<file path="src/rtl/counter24_if.sv">
// ============================================================================
//  Module   : counter24_if
//  Brief    : Key-pulse inputs and display-side outputs of the 00-23 controller.
//  Revision : 1.0  initial release
// ============================================================================
`default_nettype none

interface counter24_if;
  logic       key_mode;
  logic       key_run;
  logic       key_inc;
  logic [7:0] result;
  logic       disp_en;
  logic       carry_out;
  logic [1:0] mode_out;

  modport master (
    output key_mode, key_run, key_inc,
    input  result, disp_en, carry_out, mode_out
  );

  modport slave (
    input  key_mode, key_run, key_inc,
    output result, disp_en, carry_out, mode_out
  );
endinterface

`default_nettype wire

</file>
<file path="src/rtl/counter24_ctrl.sv">
// ============================================================================
//  Module   : counter24_ctrl
//  Brief    : RUN/PAUSE/SET controller for a 00-23 BCD counter with prescaler,
//             SET-mode display blinking and a day-wrap carry pulse.
//  Revision : 1.0  initial release
// ============================================================================
`default_nettype none

module counter24_ctrl #(
  parameter int TICK_DIV  = 50_000_000,
  parameter int BLINK_DIV = 12_500_000
) (
  input  logic       clk,
  input  logic       rst,
  counter24_if.slave bus
);

  localparam int C_PW = $clog2(TICK_DIV);
  localparam int C_BW = $clog2(BLINK_DIV);

  // State codes double as the Mode_Out encoding.
  localparam logic [1:0] c_st_run   = 2'b00;
  localparam logic [1:0] c_st_pause = 2'b01;
  localparam logic [1:0] c_st_set   = 2'b10;

  localparam logic [C_PW-1:0] c_tick_last  = C_PW'(TICK_DIV - 1);
  localparam logic [C_BW-1:0] c_blink_last = C_BW'(BLINK_DIV - 1);

  logic [1:0]      state_q,    state_d;
  logic [7:0]      result_q,   result_d;
  logic            carry_q,    carry_d;
  logic            disp_en_q,  disp_en_d;
  logic [C_PW-1:0] prescale_q, prescale_d;
  logic [C_BW-1:0] blink_q,    blink_d;

  function automatic logic [7:0] bcd_inc(input logic [7:0] v);
    logic [7:0] r;
    if (v == 8'h23)
      r = 8'h00;
    else if (v[3:0] == 4'd9)
      r = {v[7:4] + 4'd1, 4'd0};
    else
      r = {v[7:4], v[3:0] + 4'd1};
    return r;
  endfunction

  always_ff @(posedge clk) begin : p_state_reg
    if (rst) begin
      state_q    <= c_st_pause;
      result_q   <= 8'h00;
      carry_q    <= 1'b0;
      disp_en_q  <= 1'b1;
      prescale_q <= '0;
      blink_q    <= '0;
    end else begin
      state_q    <= state_d;
      result_q   <= result_d;
      carry_q    <= carry_d;
      disp_en_q  <= disp_en_d;
      prescale_q <= prescale_d;
      blink_q    <= blink_d;
    end
  end

  always_comb begin : p_next_state
    state_d = state_q;
    if (bus.key_mode)
      state_d = (state_q == c_st_set) ? c_st_pause : c_st_set;
    else if (bus.key_run)
      state_d = (state_q == c_st_run) ? c_st_pause : c_st_run;
  end

  // Any mode change leaves counters at 0 and the display on, which also
  // gives the clean entry conditions for both RUN and SET.
  always_comb begin : p_outputs
    result_d   = result_q;
    carry_d    = 1'b0;
    disp_en_d  = 1'b1;
    prescale_d = '0;
    blink_d    = '0;
    if (!bus.key_mode && !bus.key_run) begin
      case (state_q)
        c_st_run: begin
          if (prescale_q == c_tick_last) begin
            result_d = bcd_inc(result_q);
            carry_d  = (result_q == 8'h23);
          end else begin
            prescale_d = prescale_q + C_PW'(1);
          end
        end
        c_st_set: begin
          if (bus.key_inc) begin
            result_d = bcd_inc(result_q);
          end else if (blink_q == c_blink_last) begin
            disp_en_d = ~disp_en_q;
          end else begin
            blink_d   = blink_q + C_BW'(1);
            disp_en_d = disp_en_q;
          end
        end
        default: ;
      endcase
    end
  end

  assign bus.result    = result_q;
  assign bus.carry_out = carry_q;
  assign bus.disp_en   = disp_en_q;
  assign bus.mode_out  = state_q;

endmodule

`default_nettype wire

</file>
<file path="src/flat_wrapper.sv">
// flat-port wrapper written by rule: the top's interface ports become plain ports
module counter24_ctrl_flat 
#(
  parameter int TICK_DIV  = 50_000_000,
  parameter int BLINK_DIV = 12_500_000
)
  (clk, rst, bus_key_mode, bus_key_run, bus_key_inc, bus_result, bus_disp_en, bus_carry_out, bus_mode_out);
  counter24_if bus_i ();
  input  logic clk;
  input  logic rst;
  input wire logic [$bits(bus_i.key_mode)-1:0] bus_key_mode;
  input wire logic [$bits(bus_i.key_run)-1:0] bus_key_run;
  input wire logic [$bits(bus_i.key_inc)-1:0] bus_key_inc;
  output wire logic [$bits(bus_i.result)-1:0] bus_result;
  output wire logic [$bits(bus_i.disp_en)-1:0] bus_disp_en;
  output wire logic [$bits(bus_i.carry_out)-1:0] bus_carry_out;
  output wire logic [$bits(bus_i.mode_out)-1:0] bus_mode_out;
  assign bus_i.key_mode = bus_key_mode;
  assign bus_i.key_run = bus_key_run;
  assign bus_i.key_inc = bus_key_inc;
  assign bus_result = bus_i.result;
  assign bus_disp_en = bus_i.disp_en;
  assign bus_carry_out = bus_i.carry_out;
  assign bus_mode_out = bus_i.mode_out;
  counter24_ctrl #(.TICK_DIV(TICK_DIV), .BLINK_DIV(BLINK_DIV)) u_core (.clk(clk), .rst(rst), .bus(bus_i));
endmodule
</file>
<file path="config.mk">
export PLATFORM = sky130hd
export DESIGN_NAME = counter24_ctrl_flat
export DESIGN_NICKNAME = d
export VERILOG_FILES = /design/src/rtl/counter24_if.sv /design/src/rtl/counter24_ctrl.sv /design/src/flat_wrapper.sv
export SDC_FILE = /design/constraint.sdc
export NUM_CORES = 1
export LEC_CHECK = 0
export CAP_MARGIN = 20
export CORE_MARGIN = 2
export CORE_UTILIZATION = 45
export DETAILED_ROUTE_END_ITERATION = 10
export SYNTH_ARGS = -nofsm -noshare
export SYNTH_HDL_FRONTEND = slang
export SYNTH_SLANG_ARGS = --single-unit
</file>
<file path="constraint.sdc">
create_clock -name clk -period 2.2 [get_ports clk]
set_input_delay 0.44 -clock clk [delete_from_list [all_inputs] [get_ports clk]]
set_output_delay 0.44 -clock clk [all_outputs]
set_load 0.01 [all_outputs]
</file>
* Yosys cells after proc, flatten, opt, wreduce, memory -nomap -nowiden
Cells that the tools add are included.
Storage, ports and cells: logic and storage cells 42, register bits after elaboration 62, output and inout bits 12, bits of input ports 5
Cells by class: equal/unequal tests 7, muxes and demuxes 9, add/subtract/negate cells 4, bitwise gates (word level) 5, reduce and logical (&&, ||, !) cells 11
Operators with widths (count):
- 8-bit 2-to-1 mux | 4
- 26-bit by 1-bit adder with 26-bit output, second input constant | 1
- 26-bit == test, second input constant | 1
- 24-bit by 1-bit adder with 24-bit output, second input constant | 1
- 24-bit == test, second input constant | 1
- 8-bit case mux with 2 select lines | 1
- 4-bit OR reduction | 3
- 4-bit by 1-bit adder with 4-bit output, second input constant | 2
- 8-bit by 6-bit == test with 1-bit output, second input constant | 1
- 2-bit 2-to-1 mux | 3
- 1-bit inverter | 5
- 5-bit OR reduction | 1
- 4-bit == test, second input constant | 1
- 2-bit inequality test, second input constant | 2
- 4-bit AND reduction | 1
- 2-bit nonzero test | 2
- 2-bit == test, second input constant | 1
- 1-bit logical NOT | 2
- 2-bit logical NOT | 1
- 1-bit logical AND | 1
- 1-bit 2-to-1 mux | 1

* Depth between registers and ports, before layout
Gate-level depths: netlist (run 1).
depth in word-level cells 5, mapped depth 7, gate-level depth less buffers 7

* Least setup slack after synthesis (run 1)
No wires, ideal clock.
kind flip-flop to flip-flop, start point register u_core.prescale_q[0], end point register u_core.result_q[0], in the netlist u_core.bus.result[0], buffers on the path 1, clock period less this slack 1959 ps, arrival time 1888 ps, setup slack 241 ps, stages on the path, launching flop included 7, required time 2129 ps, cells stage by stage dfxtp_1 ha_1 clkbuf_1 nand3_2 o41a_1 or4_1 a21oi_1
Between the ends: longest elaborated chain between the ends 3
Ends and longest elaborated chain:
- from (decl) | RTL line counter24_ctrl.sv:33 | logic [C_PW-1:0] prescale_q, prescale_d;
- from (signal assigned) | RTL line counter24_ctrl.sv:60 | prescale_q <= prescale_d;
- 26-bit == test | RTL line counter24_ctrl.sv:84 | if (prescale_q == c_tick_last) begin
- 2-bit inequality test (no line)
- 4-bit AND reduction (no line)
- to (signal assigned) | RTL line counter24_ctrl.sv:57 | result_q <= result_d;
- to (decl) | RTL line counter24_ctrl.sv:30 | logic [7:0] result_q, result_d;
Every way passes these cells. A chain may end at the register's enable or synchronous reset.

* Worst setup path after layout (run 1)
start point register u_core.prescale_q[9], end point register u_core.result_q[0], in the netlist u_core.bus.result[0]
Same word-level chain as after synthesis.

==> flow_summary.yaml, run 1 <==
run_status:
  status: "finished clean"
floorplan:
  start_util: 0.4642
  rows: 29
  core_um2: 6350
  ios: 17
  fp.dieW_um: 84.94
  die_h_um: 84.94
  die_area_um2: 7214
route:
  via_per_inst: 5.252
  dr.pass1.iters: 4
  drt-initial-drc-count: 98
  drt-total-wl_mm: 5.808
  vias: 2374
  drc_errors: 0
  wl_met1_mm: 2.944
  wl_met2_mm: 2.684
  postRouteAntennaNets: 0
  routed.top_layer: "met4"
  met3_length_um: 140
  post_drt_wl_per_cell_um: 12.85
worst_setup_path:
  worstSetupPathType: "reg2reg"
  critical_path_peak_fanout: 3
  required_ns: 2.47
  start_kind: "flip-flop"
  critPathCaptureType: "flip-flop"
  worstPathArrival_ns: 2.32
sta:
  timing.final.crit_share: 0.9314
  holdWs_ns: 0.4614
  slew_headroom: 0.6115
  rsz0062_at_grt: "no"
  worst_slack_ns: 0.1508
  maxSlewViolCount: 0
  finalSetupViolCount: 0
  hold_viol: 0
  worst_pin_slew_ns: 0.5806
  fmax_ghz: 0.4880
  tns_ns: 0
  finalClockSkew_ns: 0.007184
  post-route-min-period_ns: 2.049
synthesis:
  syn_inst: 344
  ys_seq_area_frac: 0.4211
  synthAdderAreaFrac: 0.02547
  yosys.cell_types.count: 48
  ys_seq_elements: 62
  synth_edf_count: 0
  synth_top_family_by_area: "simple AND/OR/NAND/NOR gates"
  synth_area_um2: 2948
  synth-xor-area-share: 0.1396
  synth_nets: 355
  synth_ff_type: "dfxtp_1"
  synth-simple-area-share: 0.3183
  syn_area_per_cell_um2: 8.569
  async_flop_share: 0
  synth.area.mux_share: 0.007216
  synth.yosys.warnings: 0
  synth_compound_area_frac: 0.05603
power_and_ir_drop:
  switchingPower_uw: 446.8
  combPwrFrac: 0.026
  powerDensity_nw_per_um2: 614.1
  p_int_uw: 1682
  leakagePower_uw: 0.001137
  vdd_drop_max_v: 0.0005910
  swShare: 0.2099
  p_clk_frac: 0.441
  seq_power_share: 0.532
clock_network:
  cts_max_path_buffers: 2
  clockRootBuffer: "clkbuf_8"
  ctsHoldBuffers: 0
  postCtsSetupRepairBufs: 0
  clkTransAtPathRegs_ns: 0.07
  clock_sinks: 62
  clkLatencyLatePin_ns: 0.33
  cts_tree: "yes"
  htree_levels: 3
  cts_buffers: 9
finish:
  nNetsFinal: 382
  final_layout_size_suffix_gt1_frac: 0.09867
  fillers: 606
  n_antenna_cell: 0
  area_delta_synth_final_pct: 17.61
run:
  drv_cap: 0
global_route:
  antenna_found_initial: 0
  grt.overflow.total: 0
  grt.total_usage: 0.1780
  grt_pass1_wl_mm: 10.50
  grt_max_degree: 26
  first_global_vias: 2363
placed_design:
  place_ws_ns: 0.03114
  gp_congestion: 0.7736
  io_buffers: 16
  hpwl_mm: 4.028
min_path:
  hp-class: "reg2reg"
[layer usage]
| layer | vias to the layer above | global-route usage |
|---|---|---|
| met4 | 0 | 0.06494 |
| met1 | 1097 | 0.2379 |
| li1 | 1249 | - |
| met5 | - | 0 |
| met2 | 24 | 0.2770 |
| met3 | 4 | 0.04864 |
[worst paths after layout]
check	from	to	slack, ns	cells after the start
hold / removal	u_core.blink_q[0]$_SDFF_PP0_	u_core.blink_q[0]$_SDFF_PP0_	0.46	1
setup reg to reg	u_core.prescale_q[9]$_SDFF_PP0_	u_core.bus.result[0]$_SDFFE_PP0P_	0.15	5
setup / recovery	u_core.prescale_q[9]$_SDFF_PP0_	u_core.bus.result[0]$_SDFFE_PP0P_	0.15	5
hold reg to reg	u_core.blink_q[0]$_SDFF_PP0_	u_core.blink_q[0]$_SDFF_PP0_	0.46	1
[final cells by class]
cell class / instances / area, µm² / area share
Multi-Input combinational cell: 259 / 1623 / 0.4681
Sequential cell: 62 / 1241 / 0.3580
Timing Repair Buffer: 29 / 282.8 / 0.08156
Clock buffer: 15 / 186.4 / 0.05377
Tap cell: 77 / 96.34 / 0.02779
Inverter: 10 / 37.54 / 0.01083
[cells in the final DEF (no fill, tap or decap), types with 2 or more instances in the layout]
master / count
nor3_1: 15
xor2_1: 23
clkdlybuf4s50_1: 16
nor2b_1: 2
nor4_1: 11
ha_1: 6
inv_1: 10
clkbuf_1: 2
nand3_1: 28
dfxtp_1: 62
or3_1: 3
a21oi_1: 5
clkbuf_8: 13
nor3b_1: 3
xnor2_1: 24
nor2_1: 60
nand4_1: 15
and3_1: 9
buf_12: 2
buf_4: 11
nand2_1: 20
o21ai_0: 5
a31o_2: 3
[state kept, by name (all words and copies together), names as in the netlist]
signal / count
u_core.blink_q: 24
u_core.bus.carry_out: 1
u_core.bus.disp_en: 1
u_core.bus.mode_out: 2
u_core.bus.result: 8
u_core.prescale_q: 26
[cells in the mapped netlist (2+ instances only)]
cell type / number / area, µm²
dfxtp_1: 62 / 1241
nor2_1: 60 / 225.2
nand3_1: 28 / 140.1
xnor2_1: 24 / 210.2
xor2_1: 23 / 201.4
nand2_1: 20 / 75.07
nand4_1: 15 / 93.84
nor3_1: 15 / 75.07
nor4_1: 11 / 68.82
inv_1: 10 / 37.54
and3_1: 9 / 56.30
clkbuf_1: 8 / 30.03
ha_1: 6 / 75.07
a21oi_1: 5 / 25.02
o21ai_0: 5 / 25.02
buf_2: 4 / 20.02
a31o_2: 3 / 26.28
nor3b_1: 3 / 22.52
or3_1: 3 / 18.77
nor2b_1: 2 / 12.51
[what timing repair did]
item                                    CTS  global route
endpoints found under the setup margin    0             1
endpoints found under the hold margin     0             0
gates resized for setup                   0             1
[critical path: stages (launching register included)]
cell and delay (ns):
dfxtp_1 0.36, nor4_4 0.33, nand4_2 0.20, o41a_1 0.47, or4_1 0.48, a21oi_1 0.14
[power groups by stage]
stage | Combinational, µW | Clock, µW | Sequential (µW)
global route | 61.5 | 1010 | 1130
global placement | 54.9 | 0 | 1160
floorplan | 25.8 | 0 | 1160
finish | 56.1 | 939 | 1130
CTS | 55.1 | 970 | 1130
detailed placement | 54.9 | 0 | 1160
[cell families (layout without fill, tap and decap cells)]
kind of cell	after synthesis	count (layout)
AND/OR/NAND/NOR	181	181
flip-flops	62	62
XOR/XNOR	47	47
AO/OA/AOI/OAI	23	23
buffers and inverters	23	54
adder cells (fa/ha/maj)	6	6
multiplexers	2	2
[per-stage QoR]
step | instances | area, µm² | utilization | total power, µW
floorplan | 344 | 2948 | - | 1182
global placement | 437 | 3269 | 0.5149 | 1213
detailed placement | 437 | 3269 | 0.5149 | 1213
CTS | 452 | 3456 | 0.5442 | 2157
global route | 452 | 3467 | 0.5460 | 2209
finish | 452 | 3467 | 0.5460 | 2129
Power figures use the tool's default switching activity.
==> inputs of run 2 (changes only) <==
Settings changed: CORE_MARGIN 2 to 3, CTS_BUF_LIST set to sky130_fd_sc_hd__clkbuf_8, SLEW_MARGIN set to 20.
==> run 2 against run 1 <==
Via count is 0.80% higher. Sequential power about the same. Critical path type unchanged. Setup slack improved by 0.021 ns. Maximum frequency grew 1.0%. Largest power group unchanged. First-iteration DRC count is 57% lower. Count of clock-buffer cells in the layout down 3.
==> flow_summary.yaml, run 2 (same netlist as run 1, synthesis figures left out) <==
run_status:
  status: "finished clean"
finish:
  nNetsFinal: 384
  layout_common_cells: "dfxtp_1 (62), nor2_1 (60), nand3_1 (28)"
  largest_register: "u_core.prescale_q"
  area_delta_synth_final_pct: 17.66
  largest_register_ffs: 26
  fin_cells: 453
  final_common_cell: "dfxtp_1"
  n_antenna_cell: 0
  final_layout_size_suffix_gt1_frac: 0.1085
  fillers: 570
sta:
  timing.final.crit_share: 0.9221
  tns_ns: 0
  post-route-min-period_ns: 2.029
  rsz0062_at_grt: "no"
  worst_pin_slew_ns: 0.6361
  maxSlewViolCount: 0
  slew_headroom: 0.5713
  fmax_ghz: 0.4930
  finalSetupViolCount: 0
  hold_viol: 0
  finalClockSkew_ns: 0.007468
run:
  drv_cap: 0
worst_setup_path:
  worstPathArrival_ns: 2.24
  critPathCaptureType: "flip-flop"
  start_kind: "flip-flop"
  worstSetupPathType: "reg2reg"
  critical_path_peak_fanout: 6
  required_ns: 2.41
global_route:
  use_met3: 0.05393
  grt_use_met2: 0.2622
  antenna_found_initial: 0
  first_global_vias: 2216
  top_usage_layer: "met2"
  grt_max_degree: 26
  grt.total_usage: 0.1680
  grt_pass1_wl_mm: 10.14
  grt.overflow.total: 0
  grt_use_met1: 0.2209
floorplan:
  fp.dieW_um: 86.94
  rows: 28
  die_h_um: 86.94
  die_area_um2: 7558
  ios: 17
  start_util: 0.4808
  core_um2: 6131
clock_network:
  htree_levels: 3
  ctsResizeCount: 0
  postCtsSetupRepairBufs: 0
  cts_tree: "yes"
  ctsHoldBuffers: 0
  clkTransAtPathRegs_ns: 0.07
  cts_max_path_buffers: 2
  cts_buffers: 9
  clkLatencyLatePin_ns: 0.33
  clockRootBuffer: "clkbuf_8"
  clock_sinks: 62
route:
  postRouteAntennaNets: 0
  drt-total-wl_mm: 5.763
  via_per_inst: 5.283
  post_drt_wl_per_cell_um: 12.72
  drt-initial-drc-count: 42
  vias: 2393
  drc_errors: 0
  dr.pass1.iters: 4
power_and_ir_drop:
  powerDensity_nw_per_um2: 604.9
  leakagePower_uw: 0.001124
  vdd_drop_max_v: 0.0004280
min_path:
  hp-class: "reg2reg"
placed_design:
  hpwl_mm: 4.035
  gp_congestion: 0.7895
  io_buffers: 16
  dp.cells: 437
## run 2: changes by cell type in the layout (fill, tap and decap cells not counted), sizes merged
| cell | previous run | this run |
|---|---|---|
| clkinvlp | 0 | 1 |
| inv | 10 | 11 |
| clkbuf | 15 | 12 |
| buf | 13 | 15 |
| clkinv | 0 | 2 |
## run 2: worst paths after layout
kind	start	endpoint	slack, ns	cells past startpoint
worst max register to register	u_core.prescale_q[20]$_SDFF_PP0_	u_core.bus.result[6]$_SDFFE_PP0P_	0.17	5
worst min register to register	u_core.blink_q[0]$_SDFF_PP0_	u_core.blink_q[0]$_SDFF_PP0_	0.46	1
worst max-delay path	u_core.prescale_q[20]$_SDFF_PP0_	u_core.bus.result[6]$_SDFFE_PP0P_	0.17	5
worst min-delay path	u_core.blink_q[0]$_SDFF_PP0_	u_core.blink_q[0]$_SDFF_PP0_	0.46	1
## run 2: critical path, cell delays in order (launching register included)
cell and delay (ns):
dfxtp_1 0.42, and4_4 0.29, nand4_2 0.15, o41ai_2 0.65
a31o_2 0.31, o21ai_0 0.09
## run 2: through the flow
stage | total power [µW] | setup slack, ns | hold slack [ns] | area [µm²] | utilization
after global routing | 2194 | 0.0007061 | 0.5166 | 3468 | 0.5657
after floorplan | 1182 | 0.2412 | 0.4302 | 2948 | -
after CTS | 2137 | 0.1839 | 0.4662 | 3468 | 0.5657
after detailed placement | 1216 | 0.006563 | 0.4514 | 3282 | 0.5353
final | 2098 | 0.1715 | 0.4597 | 3468 | 0.5657
after global placement | 1217 | 0.1092 | 0.4356 | 3282 | 0.5353
## run 2: layout make-up
type | count | area, µm² | area share
clock buffers | 12 | 165.2 | 0.04762
inverters | 10 | 37.54 | 0.01082
repair buffers | 31 | 297.8 | 0.08586
multi-input cells | 259 | 1612 | 0.4646
flip-flops and latches | 62 | 1241 | 0.3579
well taps | 75 | 93.84 | 0.02706
clock inverters | 4 | 21.27 | 0.006133
## run 2: power by group
| part | internal [µW] | total (µW) | switching (µW) |
|---|---|---|---|
| registers | 1130 | 1130 | 7.32 |
| clock network | 493 | 906 | 413 |
| logic | 30.7 | 58.2 | 27.5 |
| total | 1650 | 2100 | 448 |
## run 2: metal layers
layer,part of all wire,up-vias
met1,0.49,1102
met3,0.029,5
li1,-,1262
met5,0,-
met4,0.0076,0
met2,0.47,24
==> inputs of run 3 (changes only) <==
Settings changed: CORE_UTILIZATION 45 to 55, PLACE_DENSITY set to 0.74.
==> run 3 against run 2 <==
Clock skew down 0.0025 ns. Maximum frequency is 0.95% higher. Worst hold slack improved by 0.0086 ns. Combinational power down 5.8%. Register-to-register slack improved by 0.02 ns. Cell count is 1.8% lower. Sequential share of layout area is 0.18 points lower. Wire length grew 2.1%.
==> flow_summary.yaml, run 3 (same netlist as run 1, synthesis figures left out) <==
clock_network:
  cts_max_path_buffers: 2
  clkTransAtPathRegs_ns: 0.07
  clockRootBuffer: "clkbuf_8"
  ctsHoldBuffers: 0
  ctsResizeCount: 0
  postCtsSetupRepairBufs: 0
  cts_tree: "yes"
  clkLatencyLatePin_ns: 0.34
  clock_sinks: 62
  cts_buffers: 9
  htree_levels: 3
floorplan:
  ios: 17
  rows: 26
  die_area_um2: 6274
  die_h_um: 79.21
  start_util: 0.5735
  core_um2: 5140
  fp.dieW_um: 79.21
sta:
  hold_viol: 0
  worst_slack_ns: 0.1905
  post-route-min-period_ns: 2.009
  timing.final.crit_share: 0.9134
  finalClockSkew_ns: 0.004969
  worst_pin_slew_ns: 0.6030
  maxSlewViolCount: 0
  slew_headroom: 0.5965
  rsz0062_at_grt: "no"
  finalSetupViolCount: 0
  fmax_ghz: 0.4976
  tns_ns: 0
finish:
  nNetsFinal: 381
  final_layout_size_suffix_gt1_frac: 0.1013
  area_delta_synth_final_pct: 18.25
  largest_register_ffs: 26
  largest_register: "u_core.prescale_q"
  layout_common_cells: "dfxtp_1 (62), nor2_1 (60), nand3_1 (28)"
  n_antenna_cell: 0
  final_common_cell: "dfxtp_1"
route:
  post_drt_wl_per_cell_um: 13.22
  via_per_inst: 5.449
  drt-initial-drc-count: 105
  drc_errors: 0
  dr.pass1.iters: 4
  drt-total-wl_mm: 5.884
  postRouteAntennaNets: 0
  vias: 2425
global_route:
  first_global_vias: 2290
  use_met3: 0.06463
  grt.overflow.total: 0
  grt_use_met2: 0.3392
  grt.total_usage: 0.2064
  antenna_found_initial: 0
  grt_pass1_wl_mm: 10.21
  top_usage_layer: "met2"
  grt_use_met1: 0.2527
  grt_max_degree: 26
worst_setup_path:
  required_ns: 2.47
  start_kind: "flip-flop"
  worstSetupPathType: "reg2reg"
  critPathCaptureType: "flip-flop"
  critical_path_peak_fanout: 5
  worstPathArrival_ns: 2.28
placed_design:
  hpwl_mm: 3.930
  gp_congestion: 0.8560
  place_ws_ns: 0.1060
  io_buffers: 16
power_and_ir_drop:
  leakagePower_uw: 0.001152
  swShare: 0.2012
  seq_power_share: 0.482
  powerDensity_nw_per_um2: 674.7
  p_int_uw: 1879
  switchingPower_uw: 473.1
  vdd_drop_max_v: 0.0004390
  combPwrFrac: 0.023
  p_clk_frac: 0.495
min_path:
  hp-class: "reg2reg"
run_status:
  status: "finished clean"
run:
  drv_cap: 0
-- run 3: cell count changes in the layout (fill, tap and decap cells not counted) --
cell,change
buf_12,-1
buf_4,-2
bufinv_16,+2
clkinv_2,-1
clkinvlp_4,-1
o41ai_2,-1
o41ai_4,+1
-- run 3: per-stage QoR --
step                cells  utilization  total power [µW]  hold WS [ns]  instance area [µm²]
finish                445       0.6782              2352        0.4683                 3486
global route          445       0.6782              2417        0.5214                 3486
CTS                   445       0.6760              2368        0.4690                 3475
detailed placement    429       0.6305              1212        0.4536                 3241
global placement      429       0.6305              1211        0.4402                 3241
floorplan             344            -              1182        0.4302                 2948
-- run 3: worst paths after layout --
kind	start	end	slack, ns	cells after the start
setup / recovery	u_core.prescale_q[20]$_SDFF_PP0_	u_core.bus.result[0]$_SDFFE_PP0P_	0.19	5
hold / removal	u_core.blink_q[0]$_SDFF_PP0_	u_core.blink_q[0]$_SDFF_PP0_	0.47	1
setup reg to reg	u_core.prescale_q[20]$_SDFF_PP0_	u_core.bus.result[0]$_SDFFE_PP0P_	0.19	5
hold reg to reg	u_core.blink_q[0]$_SDFF_PP0_	u_core.blink_q[0]$_SDFF_PP0_	0.47	1
-- run 3: final cells by class --
| type | instances | area (µm²) |
|---|---|---|
| Sequential cell | 62 | 1241 |
| Inverter | 10 | 37.54 |
| Clock inverter | 4 | 68.82 |
| Timing Repair Buffer | 28 | 262.8 |
| Multi-Input combinational cell | 259 | 1623 |
| Fill cell | 433 | 1654 |
| Clock buffer | 12 | 165.2 |
| Tap cell | 70 | 87.58 |
-- run 3: worst max-delay path: stages (launching register included) --
cell and delay (ns):
dfxtp_1 0.42, and4_4 0.29, nand4_2 0.16, o41a_1 0.47
or4_1 0.48, a21oi_1 0.13
-- run 3: power by group through the flow --
stage          combinational (µW)  clock, µW  sequential (µW)
2_1_floorplan                25.8          0             1160
3_3_place_gp                 53.3          0             1160
3_5_place_dp                 53.6          0             1160
4_1_cts                      53.8       1180             1130
5_1_grt                      60.3       1220             1130
6_report                     54.8       1160             1130
-- run 3: per-layer routing --
| metal | vias up | part of all wire |
|---|---|---|
| li1 | 1248 | - |
| met1 | 1142 | 0.47 |
| met2 | 25 | 0.49 |
| met3 | 10 | 0.026 |
| met4 | 0 | 0.015 |
| met5 | - | 0 |
==> RTL edit 1, RTL diff (settings of run 3) <==
`BLINK_DIV` is set to 12_500_000 in 2 places; all go to 25_000_000.
--- a/src/rtl/counter24_ctrl.sv
+++ b/src/rtl/counter24_ctrl.sv
@@ -8,7 +8,7 @@
 
 module counter24_ctrl #(
   parameter int TICK_DIV  = 50_000_000,
-  parameter int BLINK_DIV = 12_500_000
+  parameter int BLINK_DIV = 25_000_000
 ) (
   input  logic       clk,
   input  logic       rst,
--- a/src/flat_wrapper.sv
+++ b/src/flat_wrapper.sv
@@ -2,7 +2,7 @@
 module counter24_ctrl_flat 
 #(
   parameter int TICK_DIV  = 50_000_000,
-  parameter int BLINK_DIV = 12_500_000
+  parameter int BLINK_DIV = 25_000_000
 )
   (clk, rst, bus_key_mode, bus_key_run, bus_key_inc, bus_result, bus_disp_en, bus_carry_out, bus_mode_out);
   counter24_if bus_i ();
Function: no difference found for any inputs over 10 cycles, from zero or initial values and one cycle with rst high; that may be too few to reach the edited logic, so the function may still have changed.
==> RTL edit 1 against run 3 <==
  * Worst hold slack worse by 0.0048 ns
  * Count of clock-buffer cells in the layout shrank 1
  * Global-route usage hardly changed
  * Sequential cell count rose by 1
  * Synthesized area hardly changed
  * Total power is 10% higher
  * Via count grew 3.9%
  * Die area about the same
  * Worst setup slack got worse by 0.059 ns
  * Sequential share of layout area shrank 0.45 points
  * Routed wire length up 1.3%
  * Final area grew 2.9%
==> RTL edit 1: results <==
metrics = {
    "power_and_ir_drop": {
        "p_per_area_nw_per_um2": 721,
        "powerClk_mw": 1.37,
        "leakage_nw": 1.24,
        "ir_worst_vdd_mv": 0.557,
        "swShare_pct": 18.6,
    },
    "yosys": {
        "synth-main-ff-cell": "dfxtp_1",
        "ys_top_cells_by_count": "dfxtp_1 (63), nor2_1 (60), xor2_1 (35)",
        "synth_async_sr_flop_share_pct": 0,
        "synth-warning-count": 0,
        "synth_area_leaders": "dfxtp_1 (43%), xor2_1 (10%), nor2_1 (7.6%), nand3_1 (4.2%), xnor2_1 (3.9%)",
        "syn_nets": 353,
        "yosysUniqueCellTypes": 43,
        "syn_avg_cell_area_sq_um": 8.62,
        "yosysSeqAreaShare_pct": 42.8,
    },
    "critical_path": {
        "critPathMaxStageDelay_ns": 0.62,
        "crit_slowest_cell": "or4b_2",
        "cp_max_fo": 4,
        "path_delay_family": "simple AND/OR/NAND/NOR gates",
    },
    "clock_tree": {
        "clk_pin_slew_ns": 0.07,
        "max-clock-path-buffers": 2,
        "cts-root-buf": "clkbuf_8",
        "htreeDepth": 3,
        "cts_buffers": 9,
        "clock_latency_ns": 0.34,
    },
    "placed_design": {
        "dp_hpwl_um": 4060,
        "dp_cells": 435,
        "pre_cts_slack_ns": -0.0119,
        "port_buffers": 16,
        "gp_congestion": 0.848,
        "place_area_sq_um": 3290,
    },
    "sta": {
        "slew_headroom_pct": 64.1,
        "fin_skew_ns": 0.00784,
    },
    "cells_and_area": {
        "fill_cells": 452,
        "diodes": 0,
        "num-nets-final": 387,
        "top_register": "u_core.prescale_q",
        "largest_reg_flops": 26,
        "fin_cells": 451,
        "layout-drive-gt1-share_pct": 10.2,
    },
    "routing": {
        "drtPass1Iterations": 4,
        "wire_per_inst_um": 13.2,
        "first_iter_violations": 97,
        "viasPerCell": 5.59,
    },
    "global_routing": {
        "track_usage_pct": 20.6,
        "grt_pass1_wl_um": 10500,
        "first_global_vias": 2362,
        "grt_overflow_total": 0,
        "antenna_found_initial": 0,
        "grt_max_degree": 26,
    },
    "hold_path": {
        "holdCritPathClass": "register to register",
    },
    "run_status": {
        "status": "finished, final reports clean",
    },
}
==> RTL edit 1: cell type report <==
cell class	instances	share of cell area, %
Clock buffer	11	4.22
Clock inverter	5	3.56
Inverter	8	0.837
Multi-Input combinational cell	260	45.2
Sequential cell	63	35.2
Tap cell	70	2.44
Timing Repair Buffer	34	8.58
==> RTL edit 1: kinds of logic after synthesis <==
family / share of synthesized area, %
AOI/OAI and AO/OA: 5.05
xor gates and xnor gates: 14.3
adders and majority gates: 2.55
buffers and inverters: 2.76
DFF: 42.8
and+or+nand+nor: 32.6
==> RTL edit 1: stage by stage <==
| stage | util [%] | setup TNS [ns] |
|---|---|---|
| CTS | 69.5 | 0 |
| global route | 69.8 | -0.0110 |
| floorplan | - | 0 |
| detailed placement | 64.1 | -0.0119 |
| finish | 69.8 | 0 |
| global placement | 64.1 | 0 |
==> RTL edit 1: routing by layer <==
metal	track usage (%)	vias up	part of all wire (%)
li1	-	1266	-
met1	25.7	1195	49
met2	33.2	50	46
met3	4.88	9	3.7
met4	10.1	0	1.5
met5	0	-	0
==> RTL edit 1: worst paths after layout <==
check / to / start / slack, ns / cells after the start
worst min register to register: u_core.blink_q[0]$_SDFF_PP0_ / u_core.blink_q[0]$_SDFF_PP0_ / 0.46 / 1
worst max-delay path: u_core.bus.result[1]$_SDFFE_PP0P_ / u_core.prescale_q[0]$_SDFF_PP0_ / 0.13 / 6
worst max register to register: u_core.bus.result[1]$_SDFFE_PP0P_ / u_core.prescale_q[0]$_SDFF_PP0_ / 0.13 / 6
worst min-delay path: u_core.blink_q[0]$_SDFF_PP0_ / u_core.blink_q[0]$_SDFF_PP0_ / 0.46 / 1
==> RTL edit 1: what timing repair did <==
item	CTS	global route
endpoints found under the setup margin	0	7
buffers inserted	0	0
resized for setup	0	2
==> RTL edit 2, RTL diff (config.mk and constraints of run 3) <==
Without the edit above. `result_q` no longer has a reset.
--- a/src/rtl/counter24_ctrl.sv
+++ b/src/rtl/counter24_ctrl.sv
@@ -47,19 +47,21 @@
   always_ff @(posedge clk) begin : p_state_reg
     if (rst) begin
       state_q    <= c_st_pause;
-      result_q   <= 8'h00;
       carry_q    <= 1'b0;
       disp_en_q  <= 1'b1;
       prescale_q <= '0;
       blink_q    <= '0;
     end else begin
       state_q    <= state_d;
-      result_q   <= result_d;
       carry_q    <= carry_d;
       disp_en_q  <= disp_en_d;
       prescale_q <= prescale_d;
       blink_q    <= blink_d;
     end
+  end
+
+  always_ff @(posedge clk) begin
+    result_q <= result_d;
   end
 
   always_comb begin : p_next_state
Function: differs if rst is asserted again (counterexample within 4 cycles, from zero or initial values and one cycle with rst high); with rst held inactive, the same outputs for 10 cycles.
==> RTL edit 2 against run 3 <==
  * Sequential cell count did not move
  * Clock skew grew 0.0075 ns
  * Synthesized area grew 0.68%
  * Worst setup slack got worse by 0.11 ns
  * Utilization up 3.2 points
  * Critical path type unchanged
  * Via count rose by 6.3%
  * Routed wire length rose by 6.5%
  * Highest routed layer unchanged
  * Largest cell class unchanged
  * Total power grew 1.5%
  * Maximum frequency shrank 5.2%
  * Final area up 5.3%
  * Critical endpoint is now u_core.bus.result[7]$_SDFFCE_PP0P_
==> RTL edit 2: results <==
metrics = {
    "routing": {
        "first_iter_violations": 169,
        "wl_met1_um": 3010,
        "wire_per_inst_um": 14.0,
        "viasPerCell": 5.74,
        "wl_met3_um": 230,
        "wl_met2_um": 2910,
    },
    "cells_and_area": {
        "layout-drive-gt1-share_pct": 15.3,
        "fin_cells": 449,
        "num-nets-final": 385,
        "fill_cells": 400,
    },
    "placed_design": {
        "dp_cells": 433,
        "place_area_sq_um": 3410,
        "dp_hpwl_um": 4400,
        "gp_congestion": 0.743,
        "pre_cts_slack_ns": -0.0124,
    },
    "global_routing": {
        "first_global_vias": 2417,
        "grt.met2_usage_pct": 34.8,
        "use_met1_pct": 28.6,
        "grt_pass1_wl_um": 10900,
        "use_met3_pct": 4.29,
        "grt_max_degree": 27,
        "track_usage_pct": 21.8,
    },
    "sta": {
        "worstMarginPinSlew_ns": 0.345,
        "fin_skew_ns": 0.0124,
    },
    "yosys": {
        "yosysSeqAreaShare_pct": 44.5,
        "yosysUniqueCellTypes": 40,
        "synth_area_leaders": "dfxtp_1 (36%), edfxtp_1 (8.1%), xnor2_1 (5.9%), nor2_1 (5.2%), nand4_1 (4.0%)",
        "syn_avg_cell_area_sq_um": 8.94,
        "synth_edf_count": 8,
        "syn_nets": 343,
    },
    "power_and_ir_drop": {
        "clkPwrFrac_pct": 49.8,
        "p_sw_uw": 470,
        "ir_worst_vdd_mv": 0.472,
        "combPwrFrac_pct": 1.8,
        "leakage_nw": 1.16,
    },
    "critical_path": {
        "crit_slowest_cell": "or4_4",
        "critPathMaxStageDelay_ns": 0.56,
        "crit_arrival_ns": 2.17,
    },
    "run_status": {
        "status": "finished, final reports clean",
    },
}
-- RTL edit 2: changes by cell type in the layout (fill, tap and decap cells not counted), sizes merged, moves of 8 or more --
cell,before,now
nor2,60,41
dfxtp,62,54
nand3,29,20
o31ai,0,11
a21oi,5,21
edfxtp,0,8
o21ai,5,13
xor2,23,12
or4,1,12
buf,12,26
nor3,15,5
-- RTL edit 2: cell families (layout without fill, tap and decap cells) --
logic type	Yosys count	count (layout)	synth area share [%]
AO/OA/AOI/OAI	48	48	9.87
XOR/XNOR	32	32	9.44
adder cells (fa/ha/maj)	6	6	2.53
buffers and inverters	20	67	2.82
flip-flops	62	62	44.5
AND/OR/NAND/NOR	164	164	30.8
-- RTL edit 2: worst paths after layout --
kind / startpoint / to / slack (ns)
setup reg to reg: u_core.prescale_q[16]$_SDFF_PP0_ / u_core.bus.result[7]$_SDFFCE_PP0P_ / 0.08
setup / recovery: u_core.prescale_q[16]$_SDFF_PP0_ / u_core.bus.result[7]$_SDFFCE_PP0P_ / 0.08
hold reg to reg: u_core.prescale_q[0]$_SDFF_PP0_ / u_core.prescale_q[0]$_SDFF_PP0_ / 0.47
hold / removal: u_core.prescale_q[0]$_SDFF_PP0_ / u_core.prescale_q[0]$_SDFF_PP0_ / 0.47
-- RTL edit 2: cell type report --
type	instances	area [sq um]	area share (%)
Sequential cell	62	1330	36.1
Clock buffer	9	124	3.37
Clock inverter	7	114	3.10
Tap cell	70	87.6	2.39
Multi-Input combinational cell	250	1620	44.0
Timing Repair Buffer	42	372	10.1
Inverter	9	33.8	0.920
-- RTL edit 2: timing repair --
item | in CTS | in global routing
setup endpoints to repair | 0 | 8
buffers inserted | 0 | 0
resized for setup | 0 | 4
